<file path="config.mk">
export PLATFORM = sky130hd
export DESIGN_NAME = systolic_ctrl_8x8
export DESIGN_NICKNAME = d
export VERILOG_FILES = /design/src/rtl/systolic_pkg.sv /design/src/rtl/skew_line_8.sv /design/src/rtl/systolic_ctrl_8x8.sv
export SDC_FILE = /design/constraint.sdc
export NUM_CORES = 1
export LEC_CHECK = 0
export BUFFER_PORTS_ARGS = -buffer_cell sky130_fd_sc_hd__buf_4
export CAP_MARGIN = 20
export CORE_AREA = 2 2 244 126
export DETAILED_ROUTE_END_ITERATION = 8
export DIE_AREA = 0 0 246 128
export GPL_TIMING_DRIVEN = 0
export PLACE_DENSITY = 0.9
export SLEW_MARGIN = 20
export SYNTH_ARGS = -nofsm -noshare
export SYNTH_HDL_FRONTEND = slang
export SYNTH_HIERARCHICAL = 1
export SYNTH_SLANG_ARGS = --single-unit
</file>
<file path="constraint.sdc">
create_clock -name clk -period 3.8 [get_ports clk]
set_input_delay 0.19 -clock clk [delete_from_list [all_inputs] [get_ports clk]]
set_output_delay 0.19 -clock clk [all_outputs]
set_load 0.1 [all_outputs]
</file>
<file path="src/rtl/systolic_pkg.sv">
// Shared definitions for the 8x8 output-stationary systolic array controller.
package systolic_pkg;

  localparam int unsigned ARR_N        = 8;
  localparam int unsigned DRAIN_CYCLES = 2 * (ARR_N - 1) + 1;

  typedef enum logic [2:0] {
    ST_IDLE,
    ST_CLEAR,
    ST_FEED,
    ST_DRAIN,
    ST_DONE
  } state_e;

endpackage

</file>
<file path="src/rtl/skew_line_8.sv">
// Triangular delay line: lane n of the flat bus is delayed n cycles; clr_i zeroes every stage.
module skew_line_8
  import systolic_pkg::*;
#(
  parameter int unsigned LANES = ARR_N,
  parameter int unsigned W     = 8
) (
  input  logic               clk,
  input  logic               clr_i,
  input  logic [LANES*W-1:0] din_i,
  output logic [LANES*W-1:0] dout_o
);

  for (genvar n = 0; n < LANES; n++) begin : g_lane
    if (n == 0) begin : g_pass
      assign dout_o[W-1:0] = din_i[W-1:0];
    end else begin : g_dly
      logic [W-1:0] sr_q [n];

      always_ff @(posedge clk) begin
        if (clr_i) begin
          for (int s = 0; s < n; s++) sr_q[s] <= '0;
        end else begin
          sr_q[0] <= din_i[n*W +: W];
          for (int s = 1; s < n; s++) sr_q[s] <= sr_q[s-1];
        end
      end

      assign dout_o[n*W +: W] = sr_q[n-1];
    end
  end

endmodule

</file>
<file path="src/rtl/systolic_ctrl_8x8.sv">
// Run sequencer for the 8x8 systolic array: clear, feed K skewed beats, drain, signal done.
module systolic_ctrl_8x8
  import systolic_pkg::*;
#(
  parameter int unsigned data_width = 8,
  parameter int unsigned k_width    = 8
) (
  input  logic                        clk,
  input  logic                        rst,
  input  logic                        start,
  input  logic [k_width-1:0]          k_len,
  input  logic                        arr_locked,
  output logic                        mem_rd_en,
  output logic [k_width-1:0]          mem_addr,
  input  logic [ARR_N*data_width-1:0] mem_a_data,
  input  logic [ARR_N*data_width-1:0] mem_b_data,
  output logic [ARR_N*data_width-1:0] a_in_flat,
  output logic [ARR_N*data_width-1:0] b_in_flat,
  output logic                        arr_en,
  output logic                        arr_clr,
  output logic                        busy,
  output logic                        done,
  output logic                        abort
);

  localparam int unsigned CNT_W = k_width + 1;
  localparam int unsigned BUS_W = ARR_N * data_width;

  state_e             state_q, state_d;
  logic [CNT_W-1:0]   cnt_q, cnt_d;
  logic [k_width-1:0] k_q, k_d;
  logic [k_width-1:0] addr_d;
  logic               rd_vld_q;
  logic               rd_en_d, arr_en_d, arr_clr_d, busy_d, done_d;
  logic               abort_c, skew_clr_c;
  logic [BUS_W-1:0]   a_gate_c, b_gate_c;

  // Next state, shared FEED/DRAIN counter and next registered outputs
  always_comb begin
    state_d = state_q;
    cnt_d   = cnt_q;
    k_d     = k_q;
    abort_c = (state_q inside {ST_CLEAR, ST_FEED, ST_DRAIN}) && !arr_locked;

    case (state_q)
      ST_IDLE: begin
        if (start && arr_locked) begin
          state_d = ST_CLEAR;
          k_d     = k_len;
          cnt_d   = '0;
        end
      end
      ST_CLEAR: begin
        cnt_d   = '0;
        state_d = (k_q == '0) ? ST_DONE : ST_FEED;
      end
      ST_FEED: begin
        if (cnt_q == CNT_W'(k_q) - CNT_W'(1)) begin
          state_d = ST_DRAIN;
          cnt_d   = '0;
        end else begin
          cnt_d = cnt_q + CNT_W'(1);
        end
      end
      ST_DRAIN: begin
        if (cnt_q == CNT_W'(DRAIN_CYCLES - 1)) begin
          state_d = ST_DONE;
          cnt_d   = '0;
        end else begin
          cnt_d = cnt_q + CNT_W'(1);
        end
      end
      ST_DONE:  state_d = ST_IDLE;
      default:  state_d = ST_IDLE;
    endcase

    if (abort_c) begin
      state_d = ST_IDLE;
      cnt_d   = '0;
    end

    rd_en_d   = (state_d == ST_FEED);
    addr_d    = rd_en_d ? k_width'(cnt_d) : '0;
    arr_en_d  = (state_d == ST_FEED) || (state_d == ST_DRAIN);
    arr_clr_d = (state_d == ST_CLEAR);
    busy_d    = (state_d != ST_IDLE);
    done_d    = (state_d == ST_DONE);
  end

  always_ff @(posedge clk) begin
    if (rst) begin
      state_q   <= ST_IDLE;
      cnt_q     <= '0;
      k_q       <= '0;
      rd_vld_q  <= 1'b0;
      mem_rd_en <= 1'b0;
      mem_addr  <= '0;
      arr_en    <= 1'b0;
      arr_clr   <= 1'b0;
      busy      <= 1'b0;
      done      <= 1'b0;
      abort     <= 1'b0;
    end else begin
      state_q   <= state_d;
      cnt_q     <= cnt_d;
      k_q       <= k_d;
      rd_vld_q  <= mem_rd_en && !abort_c;
      mem_rd_en <= rd_en_d;
      mem_addr  <= addr_d;
      arr_en    <= arr_en_d;
      arr_clr   <= arr_clr_d;
      busy      <= busy_d;
      done      <= done_d;
      abort     <= abort_c;
    end
  end

  // Only beats returned for an issued read reach the array; lane 0 is the memory read flop itself
  assign a_gate_c   = rd_vld_q ? mem_a_data : '0;
  assign b_gate_c   = rd_vld_q ? mem_b_data : '0;
  assign skew_clr_c = rst || abort_c || (state_q == ST_CLEAR);

  skew_line_8 #(.LANES(ARR_N), .W(data_width)) u_skew_a (
    .clk    (clk),
    .clr_i  (skew_clr_c),
    .din_i  (a_gate_c),
    .dout_o (a_in_flat)
  );

  skew_line_8 #(.LANES(ARR_N), .W(data_width)) u_skew_b (
    .clk    (clk),
    .clr_i  (skew_clr_c),
    .din_i  (b_gate_c),
    .dout_o (b_in_flat)
  );

endmodule

</file>
**Yosys cells after proc, flatten, opt, wreduce, memory -nomap -nowiden**

Memory sizes are Yosys's and may differ from the RTL's.
Index checks and enable logic that the tools add are counted.

- $add $sub $neg: 2
- Equality and inequality tests: 10
- Multiplexer cells: 74
- Bitwise operators: 55
- Reductions and logical operators: 19

Operator list:

| kind | number |
|---|---|
| 8-bit two-way mux | 57 |
| 64-bit two-way mux | 2 |
| 1-bit OR | 54 |
| 9-bit case mux with 4 select lines | 1 |
| 9-bit two-way mux | 3 |
| 8-bit OR reduction | 2 |
| 3-bit two-way mux | 5 |
| 3-bit by 2-bit == test with 1-bit output, second input constant | 4 |
| 3-bit case mux with 4 select lines | 1 |
| 9-bit by 1-bit adder with 9-bit output, second input constant | 1 |
| 9-bit by 4-bit == test with 1-bit output, second input constant | 1 |
| 9-bit == test | 1 |
| 8-bit by 1-bit subtractor with 9-bit output, second input constant | 1 |
| 8-bit zero test | 1 |
| 3-bit by 1-bit == test with 1-bit output, second input constant | 2 |
| 3-bit nonzero test | 2 |
| 1-bit two-way mux | 5 |
| 2-bit AND reduction | 2 |
| 4-bit nonzero test | 1 |
| 2-bit OR reduction | 2 |
| 3-bit == test, second input constant | 1 |
| 1-bit logical AND | 3 |
| 3-bit zero test | 1 |
| 1-bit logical OR | 3 |
| other kinds (3) | 4 |

- Flip-flop bits (word level): 35
- Bits in writable memories: 448
- Output and inout port bits: 142
- Memories kept: 14

Memory list:

| memory | depth | width | rd ports | clocked after Yosys merged registers in | write ports | line | source |
|---|---|---|---|---|---|---|---|
| u_skew_a.g_lane[7].g_dly.sr_q | 7 | 8 | 7 | 0 | 7 | skew_line_8.sv:18 | `logic [W-1:0] sr_q [n];` |
| u_skew_b.g_lane[7].g_dly.sr_q | 7 | 8 | 7 | 0 | 7 | skew_line_8.sv:18 |  |
| u_skew_a.g_lane[6].g_dly.sr_q | 6 | 8 | 6 | 0 | 6 | skew_line_8.sv:18 |  |
| u_skew_b.g_lane[6].g_dly.sr_q | 6 | 8 | 6 | 0 | 6 | skew_line_8.sv:18 |  |
| u_skew_a.g_lane[5].g_dly.sr_q | 5 | 8 | 5 | 0 | 5 | skew_line_8.sv:18 |  |
| u_skew_b.g_lane[5].g_dly.sr_q | 5 | 8 | 5 | 0 | 5 | skew_line_8.sv:18 |  |
| +8 memories | -- | -- | -- | -- | -- | -- |  |

**Depth between registers and ports, before layout**

Gate-level depths: netlist of the first run.

- Depth in word-level cells: 8
- Mapped depth: 10
- Depth with buffers taken out: 9

**Modules after synthesis**

The synthesis of the first run kept the hierarchy.

Modules (own cells, without submodules):

| module | times used | cells each | area an instance (µm²) |
|---|---|---|---|
| skew_line_8 | 2 | 505 | 6782.8 |
| systolic_ctrl_8x8 | 1 | 359 | 2672.6 |

**Worst setup path after synthesis of the first run**

OpenSTA, ideal clock, no wires.

- Path kind: register to register
- Start: reg k_q[0]
- End: reg mem_addr[2]
- Setup time: 129 ps
- Arrival time: 2454 ps
- Required time: 3671 ps
- Slack: 1217 ps
- Stages on the path, launching flop included: 11
- Clock period less this slack: 2583 ps
- Cell sequence: dfxtp_1 inv_1 ha_1 buf_2 o21ba_1 a221oi_1 a41oi_1 nor4_2 a21boi_0 a222oi_1 nor2_1

- Cells in the longest elaborated chain, start to end: 8
- Elaborated cells on any way between the ends: 13
- Those cells by class: add/sub: 1; eq/ne: 2; mux: 7; bitwise: 1; reduce/logical: 2

RTL lines:

| element | line | source |
|---|---|---|
| start: declaration | systolic_ctrl_8x8.sv:31 | `logic [k_width-1:0] k_q, k_d;` |
| start signal: assignment | systolic_ctrl_8x8.sv:106 | `k_q <= k_d;` |
| 8-bit by 1-bit subtractor with 9-bit output | systolic_ctrl_8x8.sv:58 | `if (cnt_q == CNT_W'(k_q) - CNT_W'(1)) begin` |
| 9-bit == test | systolic_ctrl_8x8.sv:58 |  |
| 3-bit two-way mux | systolic_ctrl_8x8.sv:58 |  |
| 3-bit case mux with 4 select lines | systolic_ctrl_8x8.sv:45 | `case (state_q)` |
| 3-bit two-way mux | systolic_ctrl_8x8.sv:77 | `if (abort_c) begin` |
| 3-bit by 2-bit == test with 1-bit output | systolic_ctrl_8x8.sv:82 | `rd_en_d = (state_d == ST_FEED);` |
| 1-bit NOT (no line) | -- |  |
| 2-bit OR reduction (no line) | -- |  |
| end signal: assignment | systolic_ctrl_8x8.sv:109 | `mem_addr <= addr_d;` |
| end: declaration | systolic_ctrl_8x8.sv:14 | `output logic [k_width-1:0] mem_addr,` |

Parallel ways exist; a longest one is shown, timed or not.
A chain may end at the register's enable or synchronous reset.

**Worst setup path in the final report of the first run**

- Start: reg k_q[0]
- End: reg mem_addr[3]

Same word-level chain as after synthesis.

==> metrics.txt, run 1 <==
status=finished, final reports clean; total number of vias=around 10000; DRC=0; area enclosed by the die boundary=between 0.03 and 0.04 mm²; number of nets at the end of the flow=roughly 1900; ys flop type=sky130_fd_sc_hd__dfxtp_1; via count of the first global-routing pass=roughly 10000; final setup fails=0; first-pass GRT wire length=between 50000 and 60000 µm; number of clock sinks=483; nature of the critical path endpoint=register; total non-filler cell area in the finished layout=between 0.02 and 0.025 mm²; largest net degree at the start of global routing=18; crit path DAT=between 3000 and 4000 ps; share of layout cells above drive strength 1=about two fifths; number of storage elements in the synthesis netlist=slightly below 500; post-synthesis net count=~1500; Worst Skew=roughly 10 ps; Clock Tree Buf Depth=3; GR Overflow Total=0; TritonCTS clock tree=built; number of post-CTS setup repair buffers=0; Worst Setup Start Kind=register; Seq/Total Area, Yosys=roughly three fifths; post_cts resized=0; sum of negative setup slack=0 ps; Period Utilization, post-route=83.5%; initial antenna violation count=3; Slew @ Worst Pin=~800 ps; CTS buffer count=40; clock transition at the registers of the reported paths=70 ps; row count=45; core area=about 0.030 mm²; slew margin rel.=between 40% and 50%; count of final hold-check violations=0; CTS Hold Buffers Added=95; Root Buffer Master=sky130_fd_sc_hd__clkbuf_16; chip height=128 µm; Final Total Pwr=approximately 10 mW; total wire length=~37000 µm; placer congestion estimate=~0.9; fin crit period=3170 ps; count of input and output buffers=280; Detail Placement HPWL=24600 µm; Power Density=~480 mW/mm²; area of the mapped netlist=between 0.015 and 0.02 mm²; Post-synth EDFFs=0; Starting Density=roughly 55%; DR WL/cell=around 17 µm; leakage power=approximately 8.7 nW; Horiz. Die Dim=around 250 µm; Critical Path RT=between 4000 and 5000 ps; worst-path fanout max=9; category of the most critical setup path=reg -> reg; Max Slew Vio Count=0; DR vias/cell=4.57; area growth from synthesis to final layout=30.3%; Iteration-0 DRC Markers=around 480; count of H-tree levels built during CTS=2; instance count of the mapped netlist=1369; post-synth cell types=52; I/O Pins=between 200 and 300; setup repair after global routing missed its margin=false; Area after DPL=between 0.015 and 0.02 mm²; fmax=0.315 GHz; post-route antenna net violation count=0; combined global-route utilization of all metal layers=a little under a quarter; Max IR drop VDD=~0.00035 V; Synth Warn #=6; syn_area_per_cell=11.9 µm²; max cap viols=0; first-pass detailed-route iteration total=5; min-delay worst type=in -> reg; later-pin clock latency in the skew report=approximately 530 ps; async set-reset flop share out of synthesis=0%
[power by group]
part	switching, mW	internal (mW)	total, mW
clock	1.82	2.47	4.29
combinational	0.429	0.317	0.746
sequential	0.0128	5.08	5.09
[stage by stage]
stage          instances  setup WS [ps]  hold slack (ps)  utilization (%)
6_report            2216            628             8.42             71.6
5_1_grt             2216            386             3.43             71.6
4_1_cts             2213            682             1.44             71.6
3_5_place_dp        2048            709              419             63.7
3_3_place_gp        2048            834              416             63.7
2_1_floorplan       1369           1220              269                -
[placed cells by master (no fill, tap or decap), types with 3 or more instances in the layout]
master,Yosys,final
sky130_fd_sc_hd__buf_6,35,35
sky130_fd_sc_hd__o21ai_0,5,5
sky130_fd_sc_hd__nand3b_1,3,3
sky130_fd_sc_hd__bufinv_16,0,6
sky130_fd_sc_hd__inv_1,8,8
sky130_fd_sc_hd__nand2_1,17,17
sky130_fd_sc_hd__a221oi_1,3,3
sky130_fd_sc_hd__nor2b_1,170,170
sky130_fd_sc_hd__clkinvlp_4,0,3
sky130_fd_sc_hd__mux2i_1,9,9
sky130_fd_sc_hd__nand3_1,9,9
sky130_fd_sc_hd__a31oi_1,4,4
sky130_fd_sc_hd__ha_1,3,3
sky130_fd_sc_hd__clkbuf_8,0,3
sky130_fd_sc_hd__clkbuf_1,22,32
sky130_fd_sc_hd__xor2_1,7,7
sky130_fd_sc_hd__o21a_1,3,3
sky130_fd_sc_hd__clkbuf_16,0,41
sky130_fd_sc_hd__nor2b_4,21,21
sky130_fd_sc_hd__buf_2,14,14
sky130_fd_sc_hd__nor2b_2,260,260
sky130_fd_sc_hd__dfxtp_1,483,483
sky130_fd_sc_hd__a21oi_1,6,6
sky130_fd_sc_hd__nor2_1,37,37
sky130_fd_sc_hd__buf_4,64,344
sky130_fd_sc_hd__diode_2,0,3
sky130_fd_sc_hd__xnor2_1,6,6
sky130_fd_sc_hd__clkinv_2,0,5
sky130_fd_sc_hd__nor3_1,11,11
sky130_fd_sc_hd__and2_1,131,131
sky130_fd_sc_hd__dlygate4sd3_1,0,95
[cell usage after synthesis (all sizes together) (6+ instances only)]
cell | instances | area [µm²]
nor2 | 37 | 139
nand2 | 18 | 75.1
a31oi | 6 | 58.8
clkbuf | 22 | 82.6
and2 | 132 | 827
nor2b | 451 | 3630
mux2i | 9 | 90.1
nor3 | 11 | 55.1
xnor2 | 6 | 52.6
buf | 118 | 1020
nand3 | 9 | 45.0
dfxtp | 483 | 9670
inv | 8 | 30.0
xor2 | 7 | 61.3
a21oi | 8 | 47.6
[path summary, 6_finish.rpt]
check	start	endpoint	slack [ps]	cells past startpoint
max	k_q[0]	mem_addr[3]	630	10
min	mem_b_data[30]	u_skew_b/g_lane[3].g_dly.sr_q[0][6]	8	3
max reg2reg	k_q[0]	mem_addr[3]	630	10
min reg2reg	u_skew_a/g_lane[3].g_dly.sr_q[0][13]	u_skew_a/g_lane[3].g_dly.sr_q[0][21]	430	1
[layer usage]
metal	part of all wire, %	global-route usage [%]	wire (µm)
met2	48	38.0	17600
met4	3.5	9.98	1290
met3	4.5	4.84	1670
met5	0	0	0
met1	44	29.6	16300
[state kept, by name (all words and copies together), names as in the netlist]
| register | flops |
|---|---|
| arr_en | 1 |
| u_skew_b/g_lane.g_dly.sr_q | 224 |
| rd_vld_q | 1 |
| u_skew_a/g_lane.g_dly.sr_q | 224 |
| mem_rd_en | 1 |
| busy | 1 |
| arr_clr | 1 |
| state_q | 3 |
| cnt_q | 9 |
| abort | 1 |
| done | 1 |
| k_q | 8 |
| mem_addr | 8 |
[logic make-up (layout without fill, tap and decap cells)]
family	after synthesis	after routing	share of synthesized area (%)
other	0	3	0
DFF	483	483	59.5
and+or+nand+nor	675	675	30.2
buffers and inverters	148	593	6.97
muxes	9	9	0.555
xor gates and xnor gates	13	13	0.701
adders and majority gates	3	3	0.231
AOI/OAI and AO/OA	38	38	1.76
[layout make-up]
type / instances / area (µm²)
tap: 399 / 499
clock inverter: 16 / 256
sequential: 483 / 9670
inverter: 8 / 30.0
fill: 1949 / 8400
clock buffer: 54 / 1100
multi-input combinational: 738 / 5440
buffer: 140 / 1100
antenna: 3 / 7.51
timing repair buffer: 375 / 3050
[critical path, cell delays in order (launching register included)]
cell                       delay (ps)
sky130_fd_sc_hd__dfxtp_1          420
sky130_fd_sc_hd__inv_1             70
sky130_fd_sc_hd__ha_1             180
sky130_fd_sc_hd__buf_2            170
sky130_fd_sc_hd__o21ba_1          190
sky130_fd_sc_hd__a221oi_1         280
sky130_fd_sc_hd__a41oi_1          100
sky130_fd_sc_hd__nor4_2           700
sky130_fd_sc_hd__a21boi_0         350
sky130_fd_sc_hd__a221oi_1         500
sky130_fd_sc_hd__nor2_1            80
(Power assumes the default switching activity.)
==> inputs of run 2 (changes only) <==
CORE_AREA = 2 2 246 127   (was 2 2 244 126)
DIE_AREA = 0 0 248 129   (was 0 0 246 128)
PLACE_DENSITY = 0.89   (was 0.9)
clock period = 3 ns   (was 3.8 ns; I/O delays follow)
==> run 2 against run 1 <==
  * Sequential share of layout area fell by 0.40 points
  * Via count increased by 0.82%
  * Worst hold slack better by 17 ps
  * Utilization rose by 0.097 points
  * Combinational power rose by 31%
  * Worst setup slack got worse by 500 ps
  * First-iteration DRC count is 6.3% higher
  * Non-clock buffer count is 27 higher
  * Global-route usage rose by 0.34 points
  * Critical endpoint is now mem_addr[2]
==> metrics.txt, run 2 (synthesized netlist as in run 1, its figures left out) <==
status=finished, final reports clean; chip height=approximately 130 µm; Final Total Pwr=12.5 mW; Regs by FF count=u_skew_a/g_lane.g_dly.sr_q x224, u_skew_b/g_lane.g_dly.sr_q x224, cnt_q x9; GR Overflow Total=0; Worst Setup Start Kind=register; sum of negative setup slack=0 ps; count of H-tree levels built during CTS=2; post-route antenna net violation count=0; TritonCTS clock tree=built; CTS buffer count=40; total non-filler cell area in the finished layout=0.0213 mm²; power dissipated by switching net loads=slightly below 3 mW; Area after DPL=around 0.019 mm²; Clock Tree Buf Depth=3; Period Utilization, post-route=approximately 96%; Root Buffer Master=sky130_fd_sc_hd__clkbuf_16; Switching Fraction=~23%; filler instances=roughly 2000; Max IR drop VDD=0.000461 V; final setup fails=0; cell with the biggest individual delay on the critical path=sky130_fd_sc_hd__o21ai_0; most common cell after layout, fill and taps aside=sky130_fd_sc_hd__dfxtp_1; setup repair after global routing missed its margin=false; first-pass detailed-route iteration total=6; number of clock sinks=a little under 500; via count of the first global-routing pass=10800; Comb power frac=7.8%; placer congestion estimate=just over 0.9; count of final hold-check violations=0; I/O Pins=between 200 and 300; worst-path fanout max=6; min-delay worst type=in -> reg; largest net degree at the start of global routing=18; Starting Density=~55%; combined global-route utilization of all metal layers=between 20% and 30%; first-pass GRT wire length=between 50000 and 60000 µm; DR vias/cell=between 4 and 5; area enclosed by the die boundary=approximately 0.032 mm²; DRC=0; core area=~0.030 mm²; slew margin rel.=43.9%; Iteration-0 DRC Markers=roughly 500; share of power burned in registers=about half; fmax=between 0.3 and 0.4 GHz; clock network fraction of total power=about two fifths; crit path DAT=approximately 3300 ps; Detail Placement HPWL=24400 µm; Worst Skew=approximately 16 ps; area growth from synthesis to final layout=31.5%; number of nets at the end of the flow=just under 2000; Critical Path RT=3400 ps; Power Internal=~9.6 mW; DR WL/cell=roughly 17 µm; leakage power=~8.8 nW; total number of vias=10200; Largest stage delay, worst path=680 ps; total wire length=approximately 37000 µm; share of layout cells above drive strength 1=41.2%; Power Density=approximately 600 mW/mm²; count of input and output buffers=280; Slew @ Worst Pin=around 830 ps; max cap viols=0; row count=45; later-pin clock latency in the skew report=between 500 and 600 ps; clock transition at the registers of the reported paths=around 70 ps; nature of the critical path endpoint=register; list of cells traversed by the critical path=nor4_2, nand3_1, o21ai_0, a21boi_0, a222oi_1, nor2_1; Horiz. Die Dim=~250 µm; Max Slew Vio Count=0; commonest cells after routing, fill and taps aside=sky130_fd_sc_hd__dfxtp_1, sky130_fd_sc_hd__buf_4, sky130_fd_sc_hd__nor2b_2; fin crit period=between 2000 and 3000 ps; initial antenna violation count=2; category of the most critical setup path=reg -> reg
-- run 2: area by class of cell --
type | count | area [µm²] | share of cell area (%)
well taps | 399 | 499 | 2.34
inverters | 8 | 30.0 | 0.141
multi-input cells | 738 | 5450 | 25.5
diodes | 2 | 5.00 | 0.0234
plain buffers | 140 | 1100 | 5.16
clock buffers | 54 | 1140 | 5.36
flip-flops and latches | 483 | 9670 | 45.3
repair buffers | 402 | 3320 | 15.5
clock inverters | 16 | 135 | 0.633
-- run 2: power groups by stage --
| stage | combinational (mW) | clock (mW) | sequential (mW) |
|---|---|---|---|
| floorplan | 0.492 | 0 | 6.64 |
| global route | 1.03 | 5.49 | 6.45 |
| detailed placement | 0.823 | 0 | 6.60 |
| CTS | 0.962 | 5.19 | 6.45 |
| finish | 0.975 | 5.11 | 6.45 |
| global placement | 0.802 | 0 | 6.60 |
-- run 2: path summary, 6_finish.rpt --
check	cells after the start	slack, ps	from	end
worst max-delay path	6	130	k_q[2]	mem_addr[2]
worst min-delay path	3	20	mem_a_data[63]	u_skew_a/g_lane[7].g_dly.sr_q[0][7]
worst max register to register	6	130	k_q[2]	mem_addr[2]
worst min register to register	1	430	u_skew_a/g_lane[5].g_dly.sr_q[0][12]	u_skew_a/g_lane[5].g_dly.sr_q[0][20]
-- run 2: timing repair --
item                                    CTS  global route
setup buffers                             0             2
hold buffers                            120             0
hold endpoints to repair                122             0
endpoints found under the setup margin    4             4
pin swaps                                 1             2
gates resized for setup                   1             1
-- run 2: per-layer routing --
metal	wire [µm]	vias to the layer above	part of all wire [%]	GRT usage, %
met5	13	-	0.035	0
li1	-	5027	-	-
met4	1120	2	3.0	7.78
met1	15800	4839	42	28.5
met3	2090	83	5.6	6.05
met2	18400	256	49	40.5
-- run 2: metrics by stage --
step,utilization [%],hold WS [ps],instances,setup slack [ps]
after floorplan,-,229,1369,417
after global placement,63.3,385,2048,33.1
after detailed placement,63.3,400,2048,-171
after CTS,71.6,21.0,2238,49.5
after global routing,71.7,18.0,2241,30.7
final,71.7,25.0,2242,132
-- run 2: critical path, delay by kind of cell, from the launching register on --
family | cells | cell delay, ps
AO/OA/AOI/OAI | 3 | 1550
flip-flops | 1 | 380
AND/OR/NAND/NOR | 3 | 810
